===== config.mk =====
export PLATFORM = sky130hd
export DESIGN_NAME = audio_volume_ramp
export DESIGN_NICKNAME = d
export VERILOG_FILES = /design/src/rtl/audio_pkg.sv /design/src/rtl/audio_atten_channel.sv /design/src/rtl/audio_volume_ramp.sv
export SDC_FILE = /design/constraint.sdc
export NUM_CORES = 1
export LEC_CHECK = 0
export BUFFER_PORTS_ARGS = -buffer_cell sky130_fd_sc_hd__buf_2
export CAP_MARGIN = 20
export CORE_MARGIN = 1.5
export CORE_UTILIZATION = 40
export CTS_BUF_LIST = sky130_fd_sc_hd__clkbuf_4
export CTS_CLUSTER_DIAMETER = 150
export CTS_CLUSTER_SIZE = 10
export DETAILED_ROUTE_END_ITERATION = 6
export GPL_TIMING_DRIVEN = 0
export PLACE_DENSITY_LB_ADDON = 0.15
export REMOVE_ABC_BUFFERS = 1
export SYNTH_ARGS = -nofsm -noshare
export SYNTH_HDL_FRONTEND = slang
export SYNTH_SLANG_ARGS = --single-unit
export TNS_END_PERCENT = 100

===== constraint.sdc =====
create_clock -name clk -period 2.7 [get_ports clk]
set_input_delay 0.27 -clock clk [delete_from_list [all_inputs] [get_ports clk]]
set_output_delay 0.27 -clock clk [all_outputs]
set_load 0.005 [all_outputs]

===== src/rtl/audio_pkg.sv =====
// Shared definitions for the audio volume ramp: ramp FSM states, the mute code
// and the default symmetric output limit.
package audio_pkg;

  typedef enum logic [0:0] {
    IDLE = 1'b0,
    RAMP = 1'b1
  } ramp_state_t;

  // All-ones attenuation code; this code silences the channel instead of shifting.
  function automatic int mute_code(input int atten_bits);
    return (32'sd1 << atten_bits) - 32'sd1;
  endfunction

  function automatic int default_limit(input int width);
    return (32'sd1 << (width - 32'sd1)) - 32'sd1;
  endfunction

endpackage


===== src/rtl/audio_atten_channel.sv =====
// One channel of the volume stage: arithmetic-shift attenuation, mute and a
// symmetric clamp. Purely combinational; the top level registers the result.
module audio_atten_channel
  import audio_pkg::*;
#(
  parameter int WIDTH      = 16,
  parameter int ATTEN_BITS = 3,
  parameter int LIMIT      = default_limit(WIDTH)
) (
  input  logic signed [WIDTH-1:0]      sample,
  input  logic        [ATTEN_BITS-1:0] atten,
  output logic signed [WIDTH-1:0]      result
);

  localparam logic [ATTEN_BITS-1:0] MUTE    = ATTEN_BITS'(mute_code(ATTEN_BITS));
  localparam logic signed [WIDTH:0] LIM_POS = (WIDTH + 1)'(LIMIT);
  localparam logic signed [WIDTH:0] LIM_NEG = -LIM_POS;

  logic signed [WIDTH-1:0] shifted_s;
  logic signed [WIDTH:0]   wide_s;

  // Shift, then compare one bit wider so the negative limit never overflows.
  always_comb begin
    shifted_s = sample >>> atten;
    wide_s    = {shifted_s[WIDTH-1], shifted_s};
    if (atten == MUTE) begin
      result = {WIDTH{1'b0}};
    end else if (wide_s > LIM_POS) begin
      result = LIM_POS[WIDTH-1:0];
    end else if (wide_s < LIM_NEG) begin
      result = LIM_NEG[WIDTH-1:0];
    end else begin
      result = shifted_s;
    end
  end

endmodule


===== src/rtl/audio_volume_ramp.sv =====
// Multi-channel volume stage: attenuation ramps one code per RAMP_DIV sample
// strobes toward the requested level (mute included), outputs are registered.
module audio_volume_ramp
  import audio_pkg::*;
#(
  parameter int WIDTH      = 16,
  parameter int CHANNELS   = 2,
  parameter int ATTEN_BITS = 3,
  parameter int RAMP_DIV   = 64,
  parameter int LIMIT      = default_limit(WIDTH)
) (
  input  logic                        clk,
  input  logic                        reset,
  input  logic                        sample_valid_in,
  input  logic [CHANNELS*WIDTH-1:0]   audio_in,
  input  logic [ATTEN_BITS-1:0]       volume_ctrl,
  input  logic                        mute,
  output logic [CHANNELS*WIDTH-1:0]   audio_out,
  output logic                        sample_valid_out,
  output logic                        ramp_busy
);

  localparam logic [ATTEN_BITS-1:0] MUTE = ATTEN_BITS'(mute_code(ATTEN_BITS));
  localparam int CNT_W = (RAMP_DIV > 1) ? $clog2(RAMP_DIV) : 1;
  localparam logic [CNT_W-1:0] CNT_LAST = CNT_W'(RAMP_DIV - 1);

  ramp_state_t                 state_r;
  ramp_state_t                 state_nxt_s;
  logic [CNT_W-1:0]            cnt_r;
  logic [CNT_W-1:0]            cnt_nxt_s;
  logic [ATTEN_BITS-1:0]       cur_atten_r;
  logic [ATTEN_BITS-1:0]       atten_nxt_s;
  logic [ATTEN_BITS-1:0]       target_s;
  logic [CHANNELS*WIDTH-1:0]   processed_s;
  logic [CHANNELS*WIDTH-1:0]   audio_out_r;
  logic                        valid_out_r;

  assign target_s = mute ? MUTE : volume_ctrl;

  for (genvar ch = 0; ch < CHANNELS; ch++) begin : g_chan
    audio_atten_channel #(
      .WIDTH      (WIDTH),
      .ATTEN_BITS (ATTEN_BITS),
      .LIMIT      (LIMIT)
    ) u_chan (
      .sample (audio_in[ch*WIDTH +: WIDTH]),
      .atten  (cur_atten_r),
      .result (processed_s[ch*WIDTH +: WIDTH])
    );
  end

  // Next-state logic: the counter only advances on strobes while ramping.
  always_comb begin
    state_nxt_s = state_r;
    cnt_nxt_s   = cnt_r;
    atten_nxt_s = cur_atten_r;
    case (state_r)
      IDLE: begin
        cnt_nxt_s = {CNT_W{1'b0}};
        if (cur_atten_r != target_s) begin
          state_nxt_s = RAMP;
        end else begin
          state_nxt_s = IDLE;
        end
      end
      RAMP: begin
        if (cur_atten_r == target_s) begin
          state_nxt_s = IDLE;
          cnt_nxt_s   = {CNT_W{1'b0}};
        end else if (sample_valid_in) begin
          if (cnt_r == CNT_LAST) begin
            cnt_nxt_s = {CNT_W{1'b0}};
            if (target_s > cur_atten_r) begin
              atten_nxt_s = cur_atten_r + ATTEN_BITS'(1);
            end else begin
              atten_nxt_s = cur_atten_r - ATTEN_BITS'(1);
            end
          end else begin
            cnt_nxt_s = cnt_r + CNT_W'(1);
          end
        end else begin
          cnt_nxt_s = cnt_r;
        end
      end
      default: begin
        state_nxt_s = IDLE;
        cnt_nxt_s   = {CNT_W{1'b0}};
      end
    endcase
  end

  // Ramp state, counter and current attenuation; reset restarts the fade-in from mute.
  always_ff @(posedge clk or posedge reset) begin
    if (reset) begin
      state_r     <= IDLE;
      cnt_r       <= {CNT_W{1'b0}};
      cur_atten_r <= MUTE;
    end else begin
      state_r     <= state_nxt_s;
      cnt_r       <= cnt_nxt_s;
      cur_atten_r <= atten_nxt_s;
    end
  end

  // Output register samples with the pre-step attenuation and holds between strobes.
  always_ff @(posedge clk or posedge reset) begin
    if (reset) begin
      audio_out_r <= {(CHANNELS*WIDTH){1'b0}};
      valid_out_r <= 1'b0;
    end else begin
      valid_out_r <= sample_valid_in;
      if (sample_valid_in) begin
        audio_out_r <= processed_s;
      end
    end
  end

  assign audio_out        = audio_out_r;
  assign sample_valid_out = valid_out_r;
  assign ramp_busy        = (state_r == RAMP);

endmodule


# Word level (Yosys, flattened, before mapping)
# Index checks and enable logic that the tools add are counted.
# totals
wordCells	38
inputBits	39
reg_bits	43
output_inout_bits	34
# classes
n_reduce_logical	1
shifts	2
addsub	3
bitwise	2
order_cmp	5
n_eq_ne	5
muxes	15
# op_table
operator	count
$mux 16	6
$gt 16x16->1 const B	2
$lt 16x16->1 const B	2
$sshr 16x3->16	2
$mux 6	3
$pmux 6 s2	1
$add 6x1->6 const B	1
$eq 6x6->1 const B	1
$mux 3	2
$reduce_and 4->1	1
$add 3x1->3 const B	1
$eq 3x3->1	1
$eq 3x3->1 const B	1
$gt 3x3->1	1
$ne 3x2->1 const B	1
$ne 3x3->1	1
$sub 3x1->3 const B	1
$mux 1	2
$not 1->1	2
$pmux 1 s2	1

# Logic depth before layout (Yosys ltp)
# Gate-level depths: netlist (run 1).
# logic_depth
depth_word	5
ltp_mapped	13
depth_no_buf	10

# Cells and area by module
# Synthesis (run 1) repeated with hierarchy kept, for this count alone.
# unflattened
hier_cells	371
area_unflattened_um2	3532.1
# by_module_without_submodules
module	area_each_um2	instances	cells_per_inst
audio_volume_ramp	1790.5	1	127
audio_atten_channel	870.8	2	122

# Least setup slack after synthesis (run 1)
# OpenSTA, ideal clock, no wires.
# synth_timing
path_type	reg-to-reg
startpoint	reg cur_atten_r[0]
endpoint	reg audio_out_r[1] (netlist: audio_out[1])
setup_slack_ps	-135
setup_time_ps	78
arrival_ps	2757
t_required_ps	2622
synth_period_minus_slack_ps	2835
stages_incl_launch_ff	11
cell_sequence	dfstp_2 buf_6 mux4_2 nor4bb_1 a21oi_1 o31ai_2 ha_1 or2_2 clkbuf_1 buf_2 o2bb2ai_1
# synth_between
elab_chain_len	5
# synth_lines
item	line	source
start: declaration	audio_volume_ramp.sv:31	logic [ATTEN_BITS-1:0] cur_atten_r;
start signal: assignment	audio_volume_ramp.sv:101	cur_atten_r <= atten_nxt_s;
$sshr 16x3->16	audio_atten_channel.sv:24	shifted_s = sample >>> atten;
$lt 16x16->1	audio_atten_channel.sv:30	end else if (wide_s < LIM_NEG) begin
$mux 16	audio_atten_channel.sv:30	
$mux 16	audio_atten_channel.sv:28	end else if (wide_s > LIM_POS) begin
$mux 16 (*)	audio_atten_channel.sv:26	if (atten == MUTE) begin
end signal: assignment	audio_volume_ramp.sv:108	audio_out_r <= {(CHANNELS*WIDTH){1'b0}};
end signal: assignment	audio_volume_ramp.sv:113	audio_out_r <= processed_s;
end: declaration	audio_volume_ramp.sv:35	logic [CHANNELS*WIDTH-1:0] audio_out_r;
# Every way passes the cells marked *; elsewhere a longest branch is shown, timed or not.
# A chain may end at the register's enable or synchronous reset.

# Final worst setup path (run 1)
# layout_timing
startpoint	reg cur_atten_r[0]
endpoint	reg audio_out_r[9] (netlist: audio_out[9])
# The elaborated chain is that of the path after synthesis.

==> metrics.md, run 1 <==
| Metric | Value |
|---|---|
| Run status | complete, but fails checks |
| Failing checks | negative setup slack |
| Clock Skew | 0.0165 ns |
| H-tree levels | 2 |
| WS Path Type | reg -> reg |
| Placeable core region | between 0.007 and 0.008 sq mm |
| Die Footprint | 0.00816 sq mm |
| EDFF count, synth | 0 |
| Via/cell ratio | just under 6 |
| Detailed-router iteration count before antenna repair | 4 |
| Cell depth of the worst flop-to-flop path | 12 |
| Vert. Die Dim | about 90 um |
| Minimum clock period after layout | between 2 and 3 ns |
| Signed area change from the synthesized netlist to the final layout | 35.4% |
| Cell depth of the worst hold path | 1 |
| Setup crit end kind | register |
| Finished Core Util | 0.564 |
| Fillers | between 600 and 700 |
| Final-stage net count | around 470 |
| Instance area after placement | between 0.003 and 0.004 sq mm |
| Slack of the critical path | -0.162 ns |
| Crit path max fanout | 12 |
| Number of global-route vias before repair | between 3000 and 4000 |
| Max Freq | 0.349 GHz |
| Synth Flop Type | dfrtp_1 |
| Number of buffers inserted during clock tree synthesis | 5 |
| Slew Limit Fails | 0 |
| Final global-route overflow total | 0 |
| Setup repair after global routing missed its margin | true |
| Initial antenna violation count | 0 |
| Leakage power | 1.93 nW |
| Remaining DRCs | 0 |
| Main area contributors after synthesis | dfrtp_1, mux2i_1, o2bb2ai_1 |
| Total design power | 1.42 mW |
| Initial detailed-routing violation count | 221 |
| Arrival time of data at the critical path endpoint | 3.17 ns |
| Setup violation total in the final timing report | 31 |
| Worst setup path startpoint | cur_atten_r[0] |
| Die width | approximately 90 um |
| N_diodes | 0 |
| Routability cong. | 0.932 |
| Worst slew pin tran | approximately 1.1 ns |
| Post-route design area | 0.00413 sq mm |
| Count of nets left with antenna violations after detail routing | 0 |
| Yosys Warn Count | 0 |
| Fraction of registers with async set/reset | 1.00 |
| Start point of the worst hold path | sample_valid_in |
| Max-slew headroom | 0.274 |
| Part of the cycle the worst path needs | 1.06 |
| Effective utilization at floorplan | 0.416 |
| Power Dens Cells | about 340 mW/mm^2 |
| Count of different cell masters after synthesis | between 50 and 60 |
| Count of max-cap constraint violations | 0 |
| Pin count of the biggest net entering global routing | 38 |
| Mean area per synthesized cell | between 9 and 10 sq um |
| Syn Inst Count | roughly 330 |
| Clock Sinks | 43 |
| Startpoint type of the worst setup path | register |
| First-pass GRT wire length | approximately 15000 um |
| Setup Slack @ Placement | -1.07 ns |
| I/O pins | 73 |
| Syn Std Cell Area | approximately 0.003 sq mm |
| Clock root buffer | clkbuf_4 |
| Required arrival time at the worst endpoint | between 3 and 4 ns |
| Clock transition at path regs | between 0.1 and 0.15 ns |
| Final hold vios | 0 |
| Filler-free cell count of the finished design | between 500 and 600 |
| Total via count after detailed routing | between 3000 and 4000 |
| Max VDD drop | about 0.19 mV |
| Portion of the post-synthesis area used by sequential elements | 0.354 |
| Routed wire length | 9700 um |
| Clock latency on the worst-skew pair | between 0.3 and 0.4 ns |
| Type of the tightest min-delay check | in -> reg |
| Total of flip-flops plus latches after synthesis | between 40 and 50 |
| Placement Rows | 31 |
| Inst Count DP | 471 |
| Largest buffer count on any clock path | 2 |
| Proportion of netlist area held by the largest area contributor | 0.328 |
| Largest area contributor in the synthesized netlist | dfrtp_1 |
| Average wire length per cell after detail routing | 18.4 um |
| Port bufs | 72 |
| Overall track demand over capacity in global routing | 0.231 |
| Reg-to-Reg Start | cur_atten_r[0] |
| Share of cells above drive strength 1 | 0.422 |
| DPL Wire Length | roughly 5600 um |
| CTS tree | yes |
## sequential cells by signal, summed over array words and instances (netlist names)
register          count
audio_out            32
cur_atten_r           3
cnt_r                 6
ramp_busy             1
sample_valid_out      1
## worst paths after layout
check	end	slack, ns
setup / recovery	audio_out[9]	-0.16
hold / removal	sample_valid_out	0.15
setup reg to reg	audio_out[9]	-0.16
hold reg to reg	audio_out[17]	0.50
max in group asynchronous	cur_atten_r[1]	1.73
min in group asynchronous	audio_out[27]	0.43
## Yosys cell counts (all sizes together), types with 6 or more instances
cell type   n
nor2       28
mux2i      26
a21oi      27
nand2      23
buf        15
dfrtp      40
mux2        9
clkbuf     11
ha          6
o21ai      13
o21a        7
nor3       10
inv         8
or2         6
o2bb2ai    28
a211oi     15
## layout make-up
cell class,instances,area (sq um),share of cell area
multi-input cells,249,1950,0.473
flip-flops and latches,43,1090,0.264
repair buffers,120,863,0.209
well taps,99,124,0.0300
clock buffers,5,37.5,0.00908
inverters,8,37.5,0.00908
clock inverters,3,20.0,0.00484
repair inverters,1,5.00,0.00121
## per-stage QoR
step / hold slack (ns) / setup TNS, ns
after floorplan: 0.301 / -11.28
after global placement: 0.462 / -31.36
after detailed placement: 0.285 / -30.97
after CTS: 0.140 / -2.15
after global routing: 0.126 / -6.61
final: 0.154 / -3.54
## layout by cell type, fill, tap and decap left out, types with 4 or more instances in the layout
master     netlist  layout
nor2_1          28      27
buf_4            2      33
buf_12           0       4
mux4_2           4       4
mux2i_1         26      21
o21a_1           7       7
mux2i_2          0       5
nor2b_1          5       4
a211oi_1        15      12
a21oi_2          0       6
o21ai_1          1       4
o21ai_0         12       8
o2bb2ai_1       28      27
inv_1            7       4
nand2_1         23      23
buf_6            3       4
nand3_1          5       5
mux2_2           9       7
nor3_1           8       7
clkbuf_4         0       5
a21oi_1         27      21
dfrtp_1         40      40
buf_2            8      73
ha_1             6       5
## critical path, stage by stage, from the launching register on
cell,delay [ns]
dfstp_4,0.54
buf_4,0.17
buf_12,0.15
nor3_4,0.16
a21oi_1,0.07
a2111o_1,0.40
nor3_2,0.14
nand3b_1,0.11
o31ai_2,0.25
ha_1,0.31
or2_4,0.29
a21oi_2,0.12
a21o_1,0.09
## power by group
group          switching [mW]  total (mW)  internal, mW
logic                   0.183       0.358         0.174
registers              0.0414       0.745         0.704
clock network           0.219       0.319         0.100
total                   0.444        1.42         0.978
## kinds of logic after synthesis
group | share of synthesized area
compound gates | 0.256
xor+xnor | 0.0144
fa+ha+maj | 0.0312
buf+inv | 0.0586
flops | 0.354
mux | 0.148
simple gates | 0.138
## per-layer routing
| metal | wire, um | global-route usage | part of all wire | up-vias |
|---|---|---|---|---|
| met2 | 4550 | 0.366 | 0.47 | 151 |
| met4 | 208 | 0.0833 | 0.021 | 0 |
| met1 | 4290 | 0.313 | 0.44 | 1520 |
| met5 | 0 | 0 | 0 | - |
| met3 | 651 | 0.0429 | 0.067 | 19 |
| li1 | - | - | - | 1433 |
## timing repair
item	in CTS	in global routing
cloned	3	1
hold buffers	1	0
setup endpoints to repair	37	33
gates resized for setup	32	18
buffers inserted	36	9
hold endpoints to repair	16	0
pin swaps	14	7
Note: power is estimated with default switching activity, not from simulation.
==> run 2: changes to the inputs <==
--- a/config.mk
+++ b/config.mk
@@ -5,12 +5,13 @@
 export SDC_FILE = /design/constraint.sdc
 export NUM_CORES = 1
 export LEC_CHECK = 0
+export ABC_AREA = 1
 export BUFFER_PORTS_ARGS = -buffer_cell sky130_fd_sc_hd__buf_2
 export CAP_MARGIN = 20
 export CORE_MARGIN = 1.5
 export CORE_UTILIZATION = 40
 export CTS_BUF_LIST = sky130_fd_sc_hd__clkbuf_4
-export CTS_CLUSTER_DIAMETER = 150
+export CTS_CLUSTER_DIAMETER = 80
 export CTS_CLUSTER_SIZE = 10
 export DETAILED_ROUTE_END_ITERATION = 6
 export GPL_TIMING_DRIVEN = 0
==> run 2 against run 1 <==
  * Highest routed layer unchanged
  * Cell count increased by 18%
  * Critical path depth is 2 higher
  * Total power down 0.59%
  * Hold slack worse by 0.086 ns
  * Critical endpoint is now audio_out[5]
  * Die area decreased by 1.4%
  * The run now ends clean
  * Final area shrank 12%
  * Routed wire length shrank 17%
  * First-iteration DRC count is 38% lower
==> metrics.md, run 2 <==
| Metric | Value |
|---|---|
| Placement Rows | 31 |
| H-tree levels | 2 |
| Routed wire length | a little over 8000 um |
| Largest area contributor in the synthesized netlist | dfrtp_1 |
| Highest routing layer actually used | met4 |
| Filler-free cell count of the finished design | roughly 620 |
| Clock Sinks | 43 |
| Vert. Die Dim | 89.7 um |
| Power Dens Cells | around 400 mW/mm^2 |
| Finished Core Util | 0.499 |
| Effective utilization at floorplan | 0.415 |
| Slew Limit Fails | 0 |
| Minimum clock period after layout | between 2 and 3 ns |
| Startpoint type of the worst setup path | register |
| Syn Inst Count | 445 |
| Total via count after detailed routing | roughly 3200 |
| Synth Flop Type | dfrtp_1 |
| Run status | completed |
| Arrival time of data at the critical path endpoint | 2.79 ns |
| Final global-route overflow total | 0 |
| Number of global-route vias before repair | just over 3000 |
| Yosys Warn Count | 0 |
| Overall track demand over capacity in global routing | 0.202 |
| Final-stage net count | 570 |
| Port bufs | around 70 |
| Clock transition at path regs | 0.13 ns |
| Setup violation total in the final timing report | 0 |
| DPL Wire Length | ~5400 um |
| Max Freq | between 0.3 and 0.4 GHz |
| Count of different cell masters after synthesis | 25 |
| Via/cell ratio | 5.19 |
| Setup repair after global routing missed its margin | false |
| Initial detailed-routing violation count | around 140 |
| Largest buffer count on any clock path | 2 |
| Leading cell type in the layout, fill and taps excluded | nand2_1 |
| Crit path largest cell delay | 0.73 ns |
| Count of max-cap constraint violations | 0 |
| Total of flip-flops plus latches after synthesis | 43 |
| Cell with the biggest individual delay on the critical path | dfstp_4 |
| Count of nets left with antenna violations after detail routing | 0 |
| Number of buffers inserted during clock tree synthesis | 5 |
| CTS Hold Bufs | 0 |
| Count leader, synth | nand2_1 |
| Worst slew pin tran | about 1.0 ns |
| Clock latency on the worst-skew pair | ~0.36 ns |
| Fraction of registers with async set/reset | 1.00 |
| Routability cong. | around 0.8 |
| Die Footprint | 0.00805 sq mm |
| Pin count of the biggest net entering global routing | 44 |
| Wire length on met3 | around 540 um |
| Proportion of netlist area held by the largest area contributor | 0.333 |
| WS Path Type | reg -> reg |
| Placeable core region | approximately 0.0073 sq mm |
| Portion of the post-synthesis area used by sequential elements | 0.359 |
| Signed area change from the synthesized netlist to the final layout | 20.3% |
| Chain of cells forming the critical path | buf_6 -> nand2_1 -> nand3_1 -> nand3_1 -> nand2_1 -> nor2_1 -> nand2_1 -> nor2_1 -> nand2_1 -> nand2_1 -> ha_1 -> clkinvlp_4 -> nand2_1 -> o21ai_0 |
| Crit path max fanout | 17 |
| Die width | between 80 and 90 um |
| Max-slew headroom | 0.335 |
| Met1 layer wirelength in the final routing | about 3700 um |
| Average wire length per cell after detail routing | around 13 um |
| I/O pins | 73 |
| Remaining DRCs | 0 |
| Inst Count DP | around 590 |
| Share of cells above drive strength 1 | 0.244 |
| Main area contributors after synthesis | dfrtp_1, nand2_1, nand3_1 |
| Clock Skew | about 0.011 ns |
| Leakage power | approximately 1.9 nW |
| Most used cell along the critical path | nand2_1 |
| Slack of the critical path | 0.161 ns |
| CTS tree | yes |
| Type of the tightest min-delay check | in -> async |
| Setup Slack @ Placement | -1.11 ns |
| Max VDD drop | approximately 0.23 mV |
| Leading cell types by count after synthesis | nand2_1, nand3_1, dfrtp_1 |
| Setup crit end kind | register |
| Detailed-router iteration count before antenna repair | 6 |
| EDFF count, synth | 0 |
| First-pass GRT wire length | 13600 um |
| Highest-count cells in the layout ignoring fill and taps | nand2_1, nand3_1, buf_2, dfrtp_1, nor2_1 |
| Final hold vios | 0 |
| Mean area per synthesized cell | between 6 and 7 sq um |
| Met2 wire length | approximately 3800 um |
| Initial antenna violation count | 0 |
| Clock root buffer | clkbuf_4 |
| Required arrival time at the worst endpoint | around 3.0 ns |
| N_diodes | 0 |
| Syn Std Cell Area | around 0.003 sq mm |
| Largest register FFs | 32 |
| Part of the cycle the worst path needs | 0.940 |
==> run 2: changes by cell type in the layout (fill, tap and decap cells not counted), sizes merged, moves of 9 or more <==
cell	change
a211oi	-15
buf	-23
nor3	-10
nand2	+154
mux2i	-26
inv	+9
mux2	-9
a22o	+11
a21oi	-21
nand3	+104
o2bb2ai	-28
==> run 2: metal layers <==
layer  vias to the layer above  global-route usage
li1                       1636                   -
met1                      1488               0.260
met5                         -                   0
met2                       110               0.355
met3                         6              0.0364
met4                         0              0.0450
==> run 2: final timing paths <==
| kind | from | endpoint | slack [ns] | depth (start not counted) |
|---|---|---|---|---|
| worst max-delay path | cur_atten_r[0] | audio_out[5] | 0.16 | 14 |
| worst min-delay path | reset | sample_valid_out | 0.07 | 2 |
| worst max register to register | cur_atten_r[0] | audio_out[5] | 0.16 | 14 |
| worst min register to register | audio_out[9] | audio_out[9] | 0.50 | 2 |
| max in group asynchronous | reset | cnt_r[4] | 2.07 | 2 |
| min in group clk | sample_valid_in | sample_valid_out | 0.07 | 1 |
==> run 2: cell families (layout without fill, tap and decap cells) <==
kind of cell | Yosys count | count (layout) | share of synthesized area
AO/OA/AOI/OAI | 36 | 36 | 0.0770
XOR/XNOR | 4 | 4 | 0.0116
adder cells (fa/ha/maj) | 7 | 7 | 0.0316
buffers and inverters | 43 | 123 | 0.0753
flip-flops | 43 | 43 | 0.359
AND/OR/NAND/NOR | 312 | 312 | 0.446
==> run 2: cell type report <==
type                       instances  area (sq um)
sequential                        43          1090
clock inverter                     2          12.5
fill                             793          3630
timing repair inverter             2          15.0
clock buffer                       6          45.0
inverter                          18          81.3
multi-input combinational        359          1710
timing repair buffer              95           538
tap                               99           124
==> run 2: what timing repair did <==
| item | CTS | global route |
|---|---|---|
| setup buffers | 12 | 11 |
| cloned | 2 | 0 |
| pin swaps | 1 | 1 |
| gates resized for setup | 9 | 2 |
| endpoints found under the setup margin | 41 | 19 |
==> run 2: stage by stage <==
step / area (sq um) / hold slack (ns) / power [mW] / TNS (ns)
2_1_floorplan: 2850 / 0.301 / 0.960 / -1.22
3_3_place_gp: 3340 / 0.444 / 1.08 / -22.40
3_5_place_dp: 3340 / 0.447 / 1.09 / -23.96
4_1_cts: 3530 / 0.0508 / 1.43 / 0
5_1_grt: 3620 / 0.0332 / 1.51 / 0
6_report: 3620 / 0.0684 / 1.41 / 0
==> run 2: power by group <==
group	internal (mW)	switching [mW]	leakage (nW)
Clock	0.111	0.219	0.0317
Sequential	0.712	0.0455	0.544
Combinational	0.147	0.178	1.34
==> run 2: critical path, delay by kind of cell (launching register included) <==
| kind | cells | cell delay [ns] |
|---|---|---|
| and+or+nand+nor | 10 | 0.80 |
| adders and majority gates | 1 | 0.33 |
| AOI/OAI and AO/OA | 1 | 0.09 |
| buffers and inverters | 2 | 0.47 |
| DFF | 1 | 0.73 |
==> run 3: changes to the inputs <==
==> constraint.sdc (replaced) <==
create_clock -name clk -period 2.31 [get_ports clk]
set_input_delay 0.231 -clock clk [delete_from_list [all_inputs] [get_ports clk]]
set_output_delay 0.231 -clock clk [all_outputs]
set_load 0.005 [all_outputs]
==> run 3 against run 2 <==
  * Via count is 8.1% higher
  * Critical path depth up 1
  * The run now ends with negative setup slack left
  * First-iteration DRC count up 26%
  * Highest routed layer unchanged
  * Maximum frequency up 2.1%
  * Final area grew 23%
  * Sequential power rose by 17%
==> metrics.md, run 3 (synthesis gave the netlist of run 2 again) <==
| Metric | Value |
|---|---|
| Setup Slack @ Placement | -1.50 ns |
| Minimum clock period after layout | between 2 and 2.5 ns |
| Largest buffer count on any clock path | 2 |
| Via/cell ratio | between 5 and 6 |
| Instance area after placement | 0.00334 sq mm |
| WS Path Type | reg -> reg |
| Count of nets left with antenna violations after detail routing | 0 |
| Die width | 89.7 um |
| Final hold vios | 0 |
| Max-slew headroom | 0.331 |
| Run status | complete, but fails checks |
| Met3 usage | 0.0406 |
| Required arrival time at the worst endpoint | between 2 and 3 ns |
| I/O pins | 73 |
| Clock transition at path regs | between 0.1 and 0.15 ns |
| Die Footprint | between 0.008 and 0.009 sq mm |
| Routed wire length | 9850 um |
| End of the worst register-to-register path | audio_out[1] |
| Slew Limit Fails | 0 |
| Vert. Die Dim | 89.7 um |
| Setup violation total in the final timing report | 29 |
| Placement Rows | 31 |
| Crit. path cell count | 15 |
| Setup repair after global routing missed its margin | true |
| Pin count of the biggest net entering global routing | 44 |
| Cell depth of the worst flop-to-flop path | 15 |
| Port bufs | 72 |
| Part of the cycle the worst path needs | 1.08 |
| Cell family with most CP delay | simple AND/OR/NAND/NOR gates |
| GRT met1 Usage | 0.277 |
| Initial antenna violation count | 0 |
| Routability cong. | about 0.79 |
| Final global-route overflow total | 0 |
| Max VDD drop | about 0.27 mV |
| Signed area change from the synthesized netlist to the final layout | 47.7% |
| Cell with the biggest individual delay on the critical path | dfstp_4 |
| Type of the tightest min-delay check | in -> async |
| Detailed-router iteration count before antenna repair | 4 |
| Count of max-cap constraint violations | 0 |
| Slack of the critical path | -0.177 ns |
| Clock Skew | 0.00893 ns |
| Clock Sinks | 43 |
| Worst hold slack | roughly 0.043 ns |
| H-tree levels | 2 |
| Power Dens Cells | 395 mW/mm^2 |
| Initial detailed-routing violation count | between 150 and 200 |
| Startpoint type of the worst setup path | register |
| Leakage power | between 2 and 2.5 nW |
| Reg-to-Reg Start | cur_atten_r[0] |
| Inst Count DP | 591 |
| Worst slew pin tran | 1.00 ns |
| Crit path max fanout | 7 |
| CTS tree | yes |
| Highest-count cells in the layout ignoring fill and taps | nand2_1, buf_2, nand3_1, nand3_2, nand2_2 |
| First-pass GRT wire length | 14700 um |
| Arrival time of data at the critical path endpoint | between 2 and 3 ns |
| Total via count after detailed routing | roughly 3500 |
| Number of global-route vias before repair | ~3300 |
| Remaining DRCs | 0 |
| Clock root buffer | clkbuf_4 |
| Largest register FFs | 32 |
| Max Freq | around 0.40 GHz |
| Setup crit end kind | register |
| Buffers & Inverters on Critical Path | 3 |
| Failing checks | negative setup slack |
| N_diodes | 0 |
| GR peak layer | met2 |
| Placeable core region | about 0.0073 sq mm |
| Overall track demand over capacity in global routing | 0.220 |
| Setup slack, reg-to-reg | -0.18 ns |
| Leading cell type in the layout, fill and taps excluded | nand2_1 |
| Clock latency on the worst-skew pair | 0.36 ns |
| Final-stage net count | about 600 |
| Chain of cells forming the critical path | buf_6 -> inv_6 -> nand2_1 -> nand3_1 -> nand3_1 -> nand2_2 -> nor2_1 -> nand2_1 -> nor2_2 -> nand2_1 -> nand2_2 -> ha_4 -> clkinvlp_4 -> nand2_2 -> o21ai_1 |
| Number of buffers inserted during clock tree synthesis | 5 |
| Routing usage on met2 | 0.382 |
| Post-route design area | between 0.004 and 0.005 sq mm |
| Crit path largest cell delay | 0.73 ns |
| Filler-free cell count of the finished design | around 650 |
| Share of cells above drive strength 1 | 0.456 |
| Effective utilization at floorplan | 0.415 |
| DPL Wire Length | roughly 5400 um |
| Average wire length per cell after detail routing | around 15 um |
-- run 3: worst reg2reg max path, cell delays in order, from the launching register on --
cell	delay, ns
dfstp_4	0.73
buf_6	0.13
inv_6	0.05
nand2_1	0.09
nand3_1	0.12
nand3_1	0.15
nand2_2	0.07
nor2_1	0.09
nand2_1	0.07
nor2_2	0.14
nand2_1	0.08
nand2_2	0.08
ha_4	0.22
clkinvlp_4	0.18
nand2_2	0.08
o21ai_1	0.16
-- run 3: worst max-delay path by stage --
stage                              start            end  slack, ns
final                     cur_atten_r[0]   audio_out[1]      -0.18
after global routing      cur_atten_r[1]   audio_out[4]      -0.29
after CTS                 cur_atten_r[1]   audio_out[1]      -0.07
after detailed placement  cur_atten_r[1]  audio_out[28]      -1.50
after global placement    cur_atten_r[1]  audio_out[28]      -1.45
after floorplan           cur_atten_r[1]  audio_out[28]      -0.58
-- run 3: metal layers --
metal | wire length (um) | vias up
li1 | - | 1691
met4 | 235 | 0
met3 | 561 | 25
met5 | 0 | -
met1 | 4160 | 1644
met2 | 4890 | 142
-- run 3: through the flow --
| stage | util | total power, mW | TNS (ns) |
|---|---|---|---|
| floorplan | - | 1.12 | -10.32 |
| global placement | 0.460 | 1.27 | -38.45 |
| detailed placement | 0.460 | 1.27 | -40.05 |
| CTS | 0.539 | 1.71 | -0.660 |
| global route | 0.613 | 1.86 | -7.16 |
| finish | 0.613 | 1.76 | -3.17 |
-- run 3: area by class of cell --
class,instances,area (sq um)
clock buffer,6,45.0
clock inverter,2,12.5
fill,676,2810
inverter,18,91.3
multi-input combinational,359,2160
sequential,43,1090
tap,99,124
timing repair buffer,120,873
timing repair inverter,5,42.5
-- run 3: power by group --
group / internal (mW) / total, mW / switching [mW]
Sequential: 0.833 / 0.886 / 0.0538
Combinational: 0.222 / 0.479 / 0.256
Clock: 0.130 / 0.392 / 0.263
-- run 3: timing repair --
item / 4_1_cts / 5_1_grt
resized for setup: 53 / 95
endpoints found under the hold margin: 0 / 1
hold buffers: 0 / 1
pin swaps: 11 / 28
cloned: 3 / 4
setup buffers: 33 / 13
setup endpoints to repair: 42 / 32
